===== config.mk =====
export PLATFORM = sky130hd
export DESIGN_NAME = axis_rx_frame_fifo
export DESIGN_NICKNAME = d
export VERILOG_FILES = /design/src/rtl/axis_rx_frame_fifo_pkg.sv /design/src/rtl/axis_rx_frame_fifo_mem.sv /design/src/rtl/axis_rx_frame_fifo.sv
export SDC_FILE = /design/constraint.sdc
export NUM_CORES = 1
export LEC_CHECK = 0
export BUFFER_PORTS_ARGS = -buffer_cell sky130_fd_sc_hd__buf_4
export CAP_MARGIN = 10
export CORE_MARGIN = 2
export CORE_UTILIZATION = 47
export CTS_CLUSTER_DIAMETER = 120
export DETAILED_ROUTE_END_ITERATION = 10
export PLACE_DENSITY = 0.61
export SYNTH_ARGS = -nofsm -noshare
export SYNTH_HDL_FRONTEND = slang
export SYNTH_SLANG_ARGS = --single-unit

===== constraint.sdc =====
create_clock -name clk156 -period 10.2 [get_ports clk156]
set_input_delay 2.04 -clock clk156 [delete_from_list [all_inputs] [get_ports clk156]]
set_output_delay 2.04 -clock clk156 [all_outputs]
set_load 0.01 [all_outputs]

===== src/rtl/axis_rx_frame_fifo_pkg.sv =====
// Shared types and constants for the packet-mode RX frame FIFO.
package axis_rx_frame_fifo_pkg;

    localparam int STAT_W = 32;

    typedef enum logic {
        ACCEPT  = 1'b0,
        DISCARD = 1'b1
    } fifo_state_e;

endpackage


===== src/rtl/axis_rx_frame_fifo_mem.sv =====
// Simple dual-port register array: synchronous write, combinational read, no reset.
module axis_rx_frame_fifo_mem #(
    parameter int WIDTH  = 73,
    parameter int DEPTH  = 16,
    parameter int ADDR_W = $clog2(DEPTH)
) (
    input  logic              clk_i,
    input  logic              we_i,
    input  logic [ADDR_W-1:0] waddr_i,
    input  logic [WIDTH-1:0]  wdata_i,
    input  logic [ADDR_W-1:0] raddr_i,
    output logic [WIDTH-1:0]  rdata_o
);

    logic [WIDTH-1:0] mem_q [DEPTH];

    always_ff @(posedge clk_i) begin
        if (we_i) begin
            mem_q[waddr_i] <= wdata_i;
        end
    end

    assign rdata_o = mem_q[raddr_i];

endmodule


===== src/rtl/axis_rx_frame_fifo.sv =====
// Packet-mode RX FIFO: releases only complete frames, 1 cycle tlast-write to m_axis_tvalid; s_axis_tready=!full,
// overflowing frames are dropped whole. Define AXIS_RX_FRAME_FIFO_STATS_EN for frames_ok/frames_dropped counters.
module axis_rx_frame_fifo
    import axis_rx_frame_fifo_pkg::*;
#(
    parameter int DATA_W = 64,
    parameter int KEEP_W = DATA_W / 8,
    parameter int DEPTH  = 16,
    parameter int ADDR_W = $clog2(DEPTH)
) (
    input  logic              clk156,
    input  logic              resetn,
    input  logic [DATA_W-1:0] s_axis_tdata,
    input  logic [KEEP_W-1:0] s_axis_tkeep,
    input  logic              s_axis_tvalid,
    output logic              s_axis_tready,
    input  logic              s_axis_tlast,
    output logic [DATA_W-1:0] m_axis_tdata,
    output logic [KEEP_W-1:0] m_axis_tkeep,
    output logic              m_axis_tlast,
    output logic              m_axis_tvalid,
    input  logic              m_axis_tready,
    output logic [ADDR_W:0]   level,
    output logic              drop_pulse
`ifdef AXIS_RX_FRAME_FIFO_STATS_EN
    ,
    output logic [STAT_W-1:0] frames_ok,
    output logic [STAT_W-1:0] frames_dropped
`endif
);

    localparam int              ENTRY_W  = DATA_W + KEEP_W + 1;
    localparam logic [ADDR_W:0] PTR_ONE  = 1;
    localparam logic [ADDR_W:0] FULL_LVL = (ADDR_W + 1)'(DEPTH);

    fifo_state_e       state_q, state_d;
    logic [ADDR_W:0]   wr_spec_q, wr_spec_d;
    logic [ADDR_W:0]   wr_commit_q, wr_commit_d;
    logic [ADDR_W:0]   rd_q, rd_d;
    logic              drop_q;

    logic              full;
    logic              do_write;
    logic              do_commit;
    logic              do_rewind;
    logic              do_read;
    logic [ENTRY_W-1:0] rd_entry;

    // Full is taken from pre-edge pointers so s_axis_tready never depends on m_axis_tready.
    assign full          = (wr_spec_q - rd_q) == FULL_LVL;
    assign s_axis_tready = !full;
    assign m_axis_tvalid = wr_commit_q != rd_q;
    assign level         = wr_spec_q - rd_q;
    assign drop_pulse    = drop_q;
    assign do_read       = m_axis_tvalid && m_axis_tready;

    always_ff @(posedge clk156 or negedge resetn) begin
        if (!resetn) begin
            state_q     <= ACCEPT;
            wr_spec_q   <= '0;
            wr_commit_q <= '0;
            rd_q        <= '0;
            drop_q      <= 1'b0;
        end else begin
            state_q     <= state_d;
            wr_spec_q   <= wr_spec_d;
            wr_commit_q <= wr_commit_d;
            rd_q        <= rd_d;
            drop_q      <= do_rewind;
        end
    end

    always_comb begin
        state_d = state_q;
        case (state_q)
            ACCEPT:  if (s_axis_tvalid && full && !s_axis_tlast) state_d = DISCARD;
            DISCARD: if (s_axis_tvalid && s_axis_tlast)          state_d = ACCEPT;
        endcase
    end

    always_comb begin
        do_write  = 1'b0;
        do_commit = 1'b0;
        do_rewind = 1'b0;
        if (state_q == ACCEPT && s_axis_tvalid) begin
            if (!full) begin
                do_write  = 1'b1;
                do_commit = s_axis_tlast;
            end else begin
                do_rewind = 1'b1;
            end
        end
    end

    // Rewind only discards the speculative tail; committed entries at or above rd stay put.
    always_comb begin
        wr_spec_d   = wr_spec_q;
        wr_commit_d = wr_commit_q;
        rd_d        = rd_q;
        if (do_write)  wr_spec_d   = wr_spec_q + PTR_ONE;
        if (do_commit) wr_commit_d = wr_spec_q + PTR_ONE;
        if (do_rewind) wr_spec_d   = wr_commit_q;
        if (do_read)   rd_d        = rd_q + PTR_ONE;
    end

    axis_rx_frame_fifo_mem #(
        .WIDTH  (ENTRY_W),
        .DEPTH  (DEPTH),
        .ADDR_W (ADDR_W)
    ) u_mem (
        .clk_i   (clk156),
        .we_i    (do_write),
        .waddr_i (wr_spec_q[ADDR_W-1:0]),
        .wdata_i ({s_axis_tlast, s_axis_tkeep, s_axis_tdata}),
        .raddr_i (rd_q[ADDR_W-1:0]),
        .rdata_o (rd_entry)
    );

    assign {m_axis_tlast, m_axis_tkeep, m_axis_tdata} = rd_entry;

`ifdef AXIS_RX_FRAME_FIFO_STATS_EN
    localparam logic [STAT_W-1:0] STAT_ONE = 1;

    logic [STAT_W-1:0] frames_ok_q;
    logic [STAT_W-1:0] frames_dropped_q;

    always_ff @(posedge clk156 or negedge resetn) begin
        if (!resetn) begin
            frames_ok_q      <= '0;
            frames_dropped_q <= '0;
        end else begin
            if (do_commit && frames_ok_q != '1) frames_ok_q <= frames_ok_q + STAT_ONE;
            if (drop_q && frames_dropped_q != '1) frames_dropped_q <= frames_dropped_q + STAT_ONE;
        end
    end

    assign frames_ok      = frames_ok_q;
    assign frames_dropped = frames_dropped_q;
`endif

endmodule


==> results of run 1 <==
## synthesized netlist by cell type (all sizes together) (2+ instances only)
cell and n:
a21oi 3, mux2 5, nand2 16, nor2b 3, mux4 365, edfxtp 1168, a32o 3, xor2 5
a41oi 2, and4 15, inv 10, o211ai 4, xnor2 11, or3 2, buf 55, nand2b 2
ha 9, nor2 4, nand3b 2, nand4 3, dfrtp 17, nor3 2, clkbuf 35
## layout make-up
cell class / count / area, sq um
timing repair buffer: 185 / 1410
antenna: 4 / 10.0
sequential: 1185 / 35500
clock buffer: 149 / 3070
fill: 7022 / 43800
tap: 1265 / 1580
multi-input combinational: 466 / 9070
clock inverter: 72 / 632
inverter: 10 / 42.5
## flip-flops by register name, indices dropped and copies added (netlist names)
register / cells
wr_spec_q: 5
drop_pulse: 1
u_mem.mem_q: 1168
state_q: 1
wr_commit_q: 5
rd_q: 5
## critical path: stages (launching register included)
cell     delay (ps)
dfrtp_4         900
buf_4           740
buf_4           900
mux4_2          420
mux4_2          580
buf_4           190
## power by group
| group | switching [mW] | leakage [nW] | internal [mW] |
|---|---|---|---|
| Sequential | 0.204 | 10.7 | 5.82 |
| Combinational | 2.16 | 3.57 | 2.12 |
| Clock | 1.78 | 1.79 | 2.35 |
| Total | 4.14 | 16.1 | 10.3 |
## per-layer routing
layer / track usage (%) / up-vias / wire (um)
li1: - / 8115 / -
met1: 29.1 / 10700 / 41700
met2: 33.4 / 635 / 50100
met3: 3.67 / 117 / 5820
met4: 5.43 / 10 / 1590
met5: 0 / - / 59
## final timing paths
path / from / to / slack [ps] / cells past startpoint
max: rd_q[1]$_DFFE_PN0P_ / m_axis_tkeep[5] / 3580 / 5
min: wr_commit_q[1]$_DFFE_PN0P_ / wr_commit_q[1]$_DFFE_PN0P_ / 530 / 1
max reg2reg: rd_q[1]$_DFFE_PN0P_ / u_mem.mem_q[4][49]$_DFFE_PP_ / 5260 / 9
min reg2reg: wr_commit_q[1]$_DFFE_PN0P_ / wr_commit_q[1]$_DFFE_PN0P_ / 530 / 1
max in group asynchronous: resetn / rd_q[1]$_DFFE_PN0P_ / 8760 / 1
min in group asynchronous: resetn / drop_pulse$_DFF_PN0_ / 1210 / 1
## cells in the final DEF, fill, tap and decap left out, drive strengths merged, types with 3 or more instances in the layout
cell type and instances:
a21oi 3, a32o 3, and4 15, buf 185
bufinv 9, clkbuf 149, clkinv 54, clkinvlp 3
dfrtp 17, diode 4, edfxtp 1168, ha 9
inv 16, mux2 5, mux4 365, nand2 16
nand4 3, nor2 4, nor2b 3, o211ai 4
xnor2 11, xor2 5
## per-stage QoR
step / cells / setup WS [ps] / util (%) / power (mW)
2_1_floorplan: 1751 / 2250 / - / 9.00
3_3_place_gp: 3111 / 4320 / 50.0 / 10.5
3_5_place_dp: 3111 / 4290 / 50.0 / 10.5
4_1_cts: 3332 / 3530 / 53.9 / 14.6
5_1_grt: 3335 / 3410 / 53.9 / 15.0
6_report: 3336 / 3580 / 53.9 / 14.4
## logic make-up after synthesis
group                      synth area share (%)
and+or+nand+nor                           0.721
adders and majority gates                 0.294
muxes                                      18.3
xor gates and xnor gates                  0.344
AOI/OAI and AO/OA                         0.311
buffers and inverters                      1.34
DFF                                        78.7
==> flow_metrics.py, run 1 <==
metrics = {
    "timing": {
        "rsz0062_at_grt": "no",
        "fin_crit_ps": 6620,
        "skew_ps": 29.1,
        "max_freq_mhz": 151,
        "final.setup.tns_ps": 0,
        "hold_viol": 0,
        "worst_pin_slew_ps": 1110,
        "report.final.slew_viol_count": 0,
        "maxSlewHeadroom_pct": 26.0,
        "holdWs_ps": 530,
        "setup_viol_count_final": 0,
        "period_share_pct": 64.9,
    },
    "synth": {
        "syn-cell-area_sq_um": 45100,
        "synthCells": 1751,
        "yosysTopAreaCell": "edfxtp_1",
        "synth_cell_types": 39,
        "synth.top_cell.area_share_pct": 77.7,
        "ys_warn_count": 0,
        "synth-edff-count": 1168,
        "synth_seq_area_share_pct": 78.7,
        "yosys-top-cells-area": "edfxtp_1, mux4_2, dfrtp_1, buf_6, and4_1",
        "synth_nets": 1838,
        "avgSynthCellArea_sq_um": 25.8,
        "synthFlopType": "edfxtp_1",
        "synth-seq-cells": 1185,
        "async_flop_share_pct": 1.43,
    },
    "place": {
        "place_congestion": 0.735,
        "postPlaceCellArea_sq_um": 47600,
        "port_buffers": 157,
        "dp_hpwl_mm": 47.9,
    },
    "clock_tree": {
        "h-tree-depth": 3,
        "clk_pin_slew_ps": 60,
        "cts-hold-fix-buffers": 0,
        "post-cts-setup-buffers": 0,
        "post_cts_resized": 0,
        "cts.sinks": 1185,
        "cts_buffers": 117,
        "worstSkewPairLatency_ps": 700,
        "cts_tree": "done",
        "root_buffer": "clkbuf_16",
        "clockBufferDepth": 3,
    },
    "critical_path": {
        "cp_max_fo": 68,
        "end_kind": "output port",
        "cp.required_ps": 8160,
        "start_kind": "flip-flop",
        "arrival_ps": 4580,
        "path_class": "reg -> out",
    },
    "power": {
        "powerDensity_nw_per_um2": 281,
        "p_leak_nw": 16.1,
        "vdd_ir_drop_max_mv": 0.229,
    },
    "routing": {
        "routed_wl_mm": 99.3,
        "ant_nets": 0,
        "drc_errors": 0,
        "wl_per_cell_um": 29.8,
        "routed_via_density": 5.88,
        "dr.pass1.iters": 6,
        "routed-via-count": 19600,
        "drt_iter0_drc": 2397,
    },
    "global_route": {
        "grt_antenna_before_repair": 8,
        "grt_max_degree": 133,
        "grt_pass1_vias": 20900,
        "grt-ovfl-total": 0,
        "grt_usage_pct": 20.5,
        "grt_pass1_wl_mm": 145,
    },
    "layout": {
        "nets": 2052,
        "synthToLayoutAreaGrowth_pct": 13.7,
        "final_layout_size_suffix_gt1_share_pct": 35.5,
        "fin_area_sq_um": 51300,
    },
    "die": {
        "fp.dieW_um": 314,
        "rows": 113,
        "start_util_pct": 47.4,
        "core_area_sq_um": 95200,
        "io_pins": 158,
        "dieArea_sq_um": 98500,
        "fp.dieH_um": 314,
    },
    "hold_path": {
        "hold_path.class": "reg -> reg",
    },
    "run": {
        "max_cap_viol_count": 0,
    },
    "status": {
        "outcome": "finished, final reports clean",
    },
}
Note: power is estimated with default switching activity, not from simulation.
==> run 2: changes to the inputs <==
ABC_AREA = 1   (was not set)
PLACE_DENSITY = 0.64   (was 0.61)
clock period = 6.06 ns   (was 10.2 ns; I/O delays follow)
==> flow_metrics.py, run 2 <==
metrics = {
    "synth": {
        "synth-seq-cells": 1185,
        "synth-edff-count": 1168,
        "synth_cell_types": 27,
        "synth_seq_area_share_pct": 76.6,
        "synthFlopType": "edfxtp_1",
        "syn-cell-area_sq_um": 46300,
        "ys_warn_count": 0,
        "yosys-top-cells-area": "edfxtp_1, nor2_1, o21ai_0, o211ai_1, o22ai_1",
        "synth_most_common_cell": "edfxtp_1",
        "async_flop_share_pct": 1.43,
        "yosysTopAreaCell": "edfxtp_1",
        "synth_nets": 3564,
        "avgSynthCellArea_sq_um": 13.3,
        "synth.cells.most_frequent": "edfxtp_1, nor2_1, o21ai_0",
        "synth.top_cell.area_share_pct": 75.7,
        "synthCells": 3477,
    },
    "power": {
        "power.share.clock_pct": 26.8,
        "powerDensity_nw_per_um2": 490,
        "switching_share_pct": 35.6,
        "intPower_mw": 16.5,
        "power.net_switching_mw": 9.13,
        "p_leak_nw": 16.9,
        "seqPwrFrac_pct": 39.9,
        "vdd_ir_drop_max_mv": 0.470,
        "pwr-share-comb_pct": 33.3,
    },
    "global_route": {
        "grt_pass1_wl_mm": 164,
        "grt_usage_pct": 20.9,
        "grt_pass1_vias": 26700,
        "grt_antenna_before_repair": 1,
        "grt_max_degree": 216,
        "grt-ovfl-total": 0,
    },
    "place": {
        "placed_cells": 4728,
        "postPlaceCellArea_sq_um": 48700,
        "port_buffers": 157,
        "dp_hpwl_mm": 54.2,
        "post-place-ws_ps": 1620,
        "place_congestion": 0.751,
    },
    "die": {
        "io_pins": 158,
        "fp.dieW_um": 318,
        "rows": 115,
        "start_util_pct": 47.3,
        "dieArea_sq_um": 101000,
        "core_area_sq_um": 98000,
        "fp.dieH_um": 318,
    },
    "clock_tree": {
        "h-tree-depth": 3,
        "cts_tree": "done",
        "clk_pin_slew_ps": 60,
        "cts_buffers": 116,
        "worstSkewPairLatency_ps": 700,
        "cts.sinks": 1185,
        "post_cts_resized": 0,
        "clockBufferDepth": 3,
        "post-cts-setup-buffers": 0,
        "cts-hold-fix-buffers": 0,
        "root_buffer": "clkbuf_16",
    },
    "timing": {
        "report.final.slew_viol_count": 0,
        "rsz0062_at_grt": "no",
        "worst_pin_slew_ps": 1200,
        "skew_ps": 22.8,
        "setup_viol_count_final": 0,
        "max_freq_mhz": 201,
        "maxSlewHeadroom_pct": 19.8,
        "hold_viol": 0,
        "fin_crit_ps": 4960,
        "period_share_pct": 81.9,
        "final.setup.worst_slack_ps": 1100,
    },
    "layout": {
        "synthToLayoutAreaGrowth_pct": 13.0,
        "fillers": 8075,
        "largest_reg_flops": 1168,
        "multiInputGateArea_sq_um": 9750,
        "nets": 3646,
        "instances_no_fill": 4946,
        "final_cell_mix": "edfxtp_1, nor2_1, o21ai_0",
        "final_layout_size_suffix_gt1_share_pct": 10.5,
        "seq_area_sq_um": 35500,
        "fin_area_sq_um": 52400,
        "n_antenna_cell": 0,
        "mostFrequentLayoutCell": "edfxtp_1",
        "regMostFlops": "u_mem.mem_q",
    },
    "routing": {
        "ant_nets": 0,
        "wl_per_cell_um": 21.8,
        "drc_errors": 0,
        "routed-via-count": 28000,
        "routed_via_density": 5.66,
        "dr.pass1.iters": 7,
        "drt_iter0_drc": 2700,
        "routed_wl_mm": 108,
    },
    "critical_path": {
        "crit_buf_inv": 4,
        "crit_slowest_cell": "dfrtp_4",
        "r2r_setup_slack_ps": 1620,
        "cp_max_fo": 47,
        "cp.required_ps": 4850,
        "path_delay_family": "buffers and inverters",
        "path_class": "reg -> out",
        "path_cells": "buf_4, nand2_1, clkinv_2, buf_4, nand2_1, nand3_1, buf_4",
        "worstSetupStartpoint": "rd_q[2]$_DFFE_PN0P_",
        "end_kind": "output port",
        "slowest_delay_ps": 790,
        "worstReg2RegStart": "rd_q[2]$_DFFE_PN0P_",
        "start_kind": "flip-flop",
        "cp_common_cell": "buf_4",
        "arrival_ps": 3750,
    },
    "status": {
        "outcome": "finished, final reports clean",
    },
    "hold_path": {
        "hold_path.class": "in -> async",
    },
    "run": {
        "max_cap_viol_count": 0,
    },
}
[run 2: cell families (layout without fill, tap and decap cells)]
group | after synthesis | in the layout | synth area share (%)
adder cells (fa/ha/maj) | 10 | 10 | 0.286
buffers and inverters | 264 | 446 | 2.51
flip-flops | 1185 | 1185 | 76.6
XOR/XNOR | 10 | 10 | 0.189
AND/OR/NAND/NOR | 1127 | 1127 | 9.67
AO/OA/AOI/OAI | 881 | 881 | 10.7
[run 2: worst paths after layout]
kind                                                     end  cells after the start
min in group clk156                        state_q$_DFF_PN0_                      2
max in group asynchronous                rd_q[1]$_DFFE_PN0P_                      1
worst max-delay path                         m_axis_tdata[1]                      7
worst max register to register  u_mem.mem_q[8][39]$_DFFE_PP_                      9
worst min register to register             state_q$_DFF_PN0_                      2
worst min-delay path                       state_q$_DFF_PN0_                      1
[run 2: power by group through the flow]
stage	Clock, mW	Sequential (mW)	Combinational [mW]
floorplan	0	10.3	5.49
global placement	0	10.4	8.56
detailed placement	0	10.4	8.63
CTS	6.99	10.2	8.67
global route	7.31	10.3	9.44
finish	6.88	10.2	8.54
[run 2: layer usage]
layer	share of wire, %	global-route usage [%]	up-vias
li1	-	-	13100
met1	44	29.3	14000
met2	48	34.1	812
met3	5.4	3.03	168
met4	2.5	6.00	2
met5	0.0093	0	-
[run 2: stage by stage]
step           hold slack [ps]  util, %  TNS (ps)  power, mW
2_1_floorplan              467        -  -1767870       15.8
3_3_place_gp               484     49.7         0       19.0
3_5_place_dp               505     49.7         0       19.0
4_1_cts                    363     53.4         0       25.9
5_1_grt                    379     53.4         0       27.1
6_report                   397     53.4         0       25.7
[run 2: layout make-up]
type,instances,area share [%]
timing repair buffer,202,3.33
inverter,26,0.217
sequential,1185,67.8
clock buffer,146,5.94
tap,1287,3.08
multi-input combinational,2028,18.6
clock inverter,72,1.01
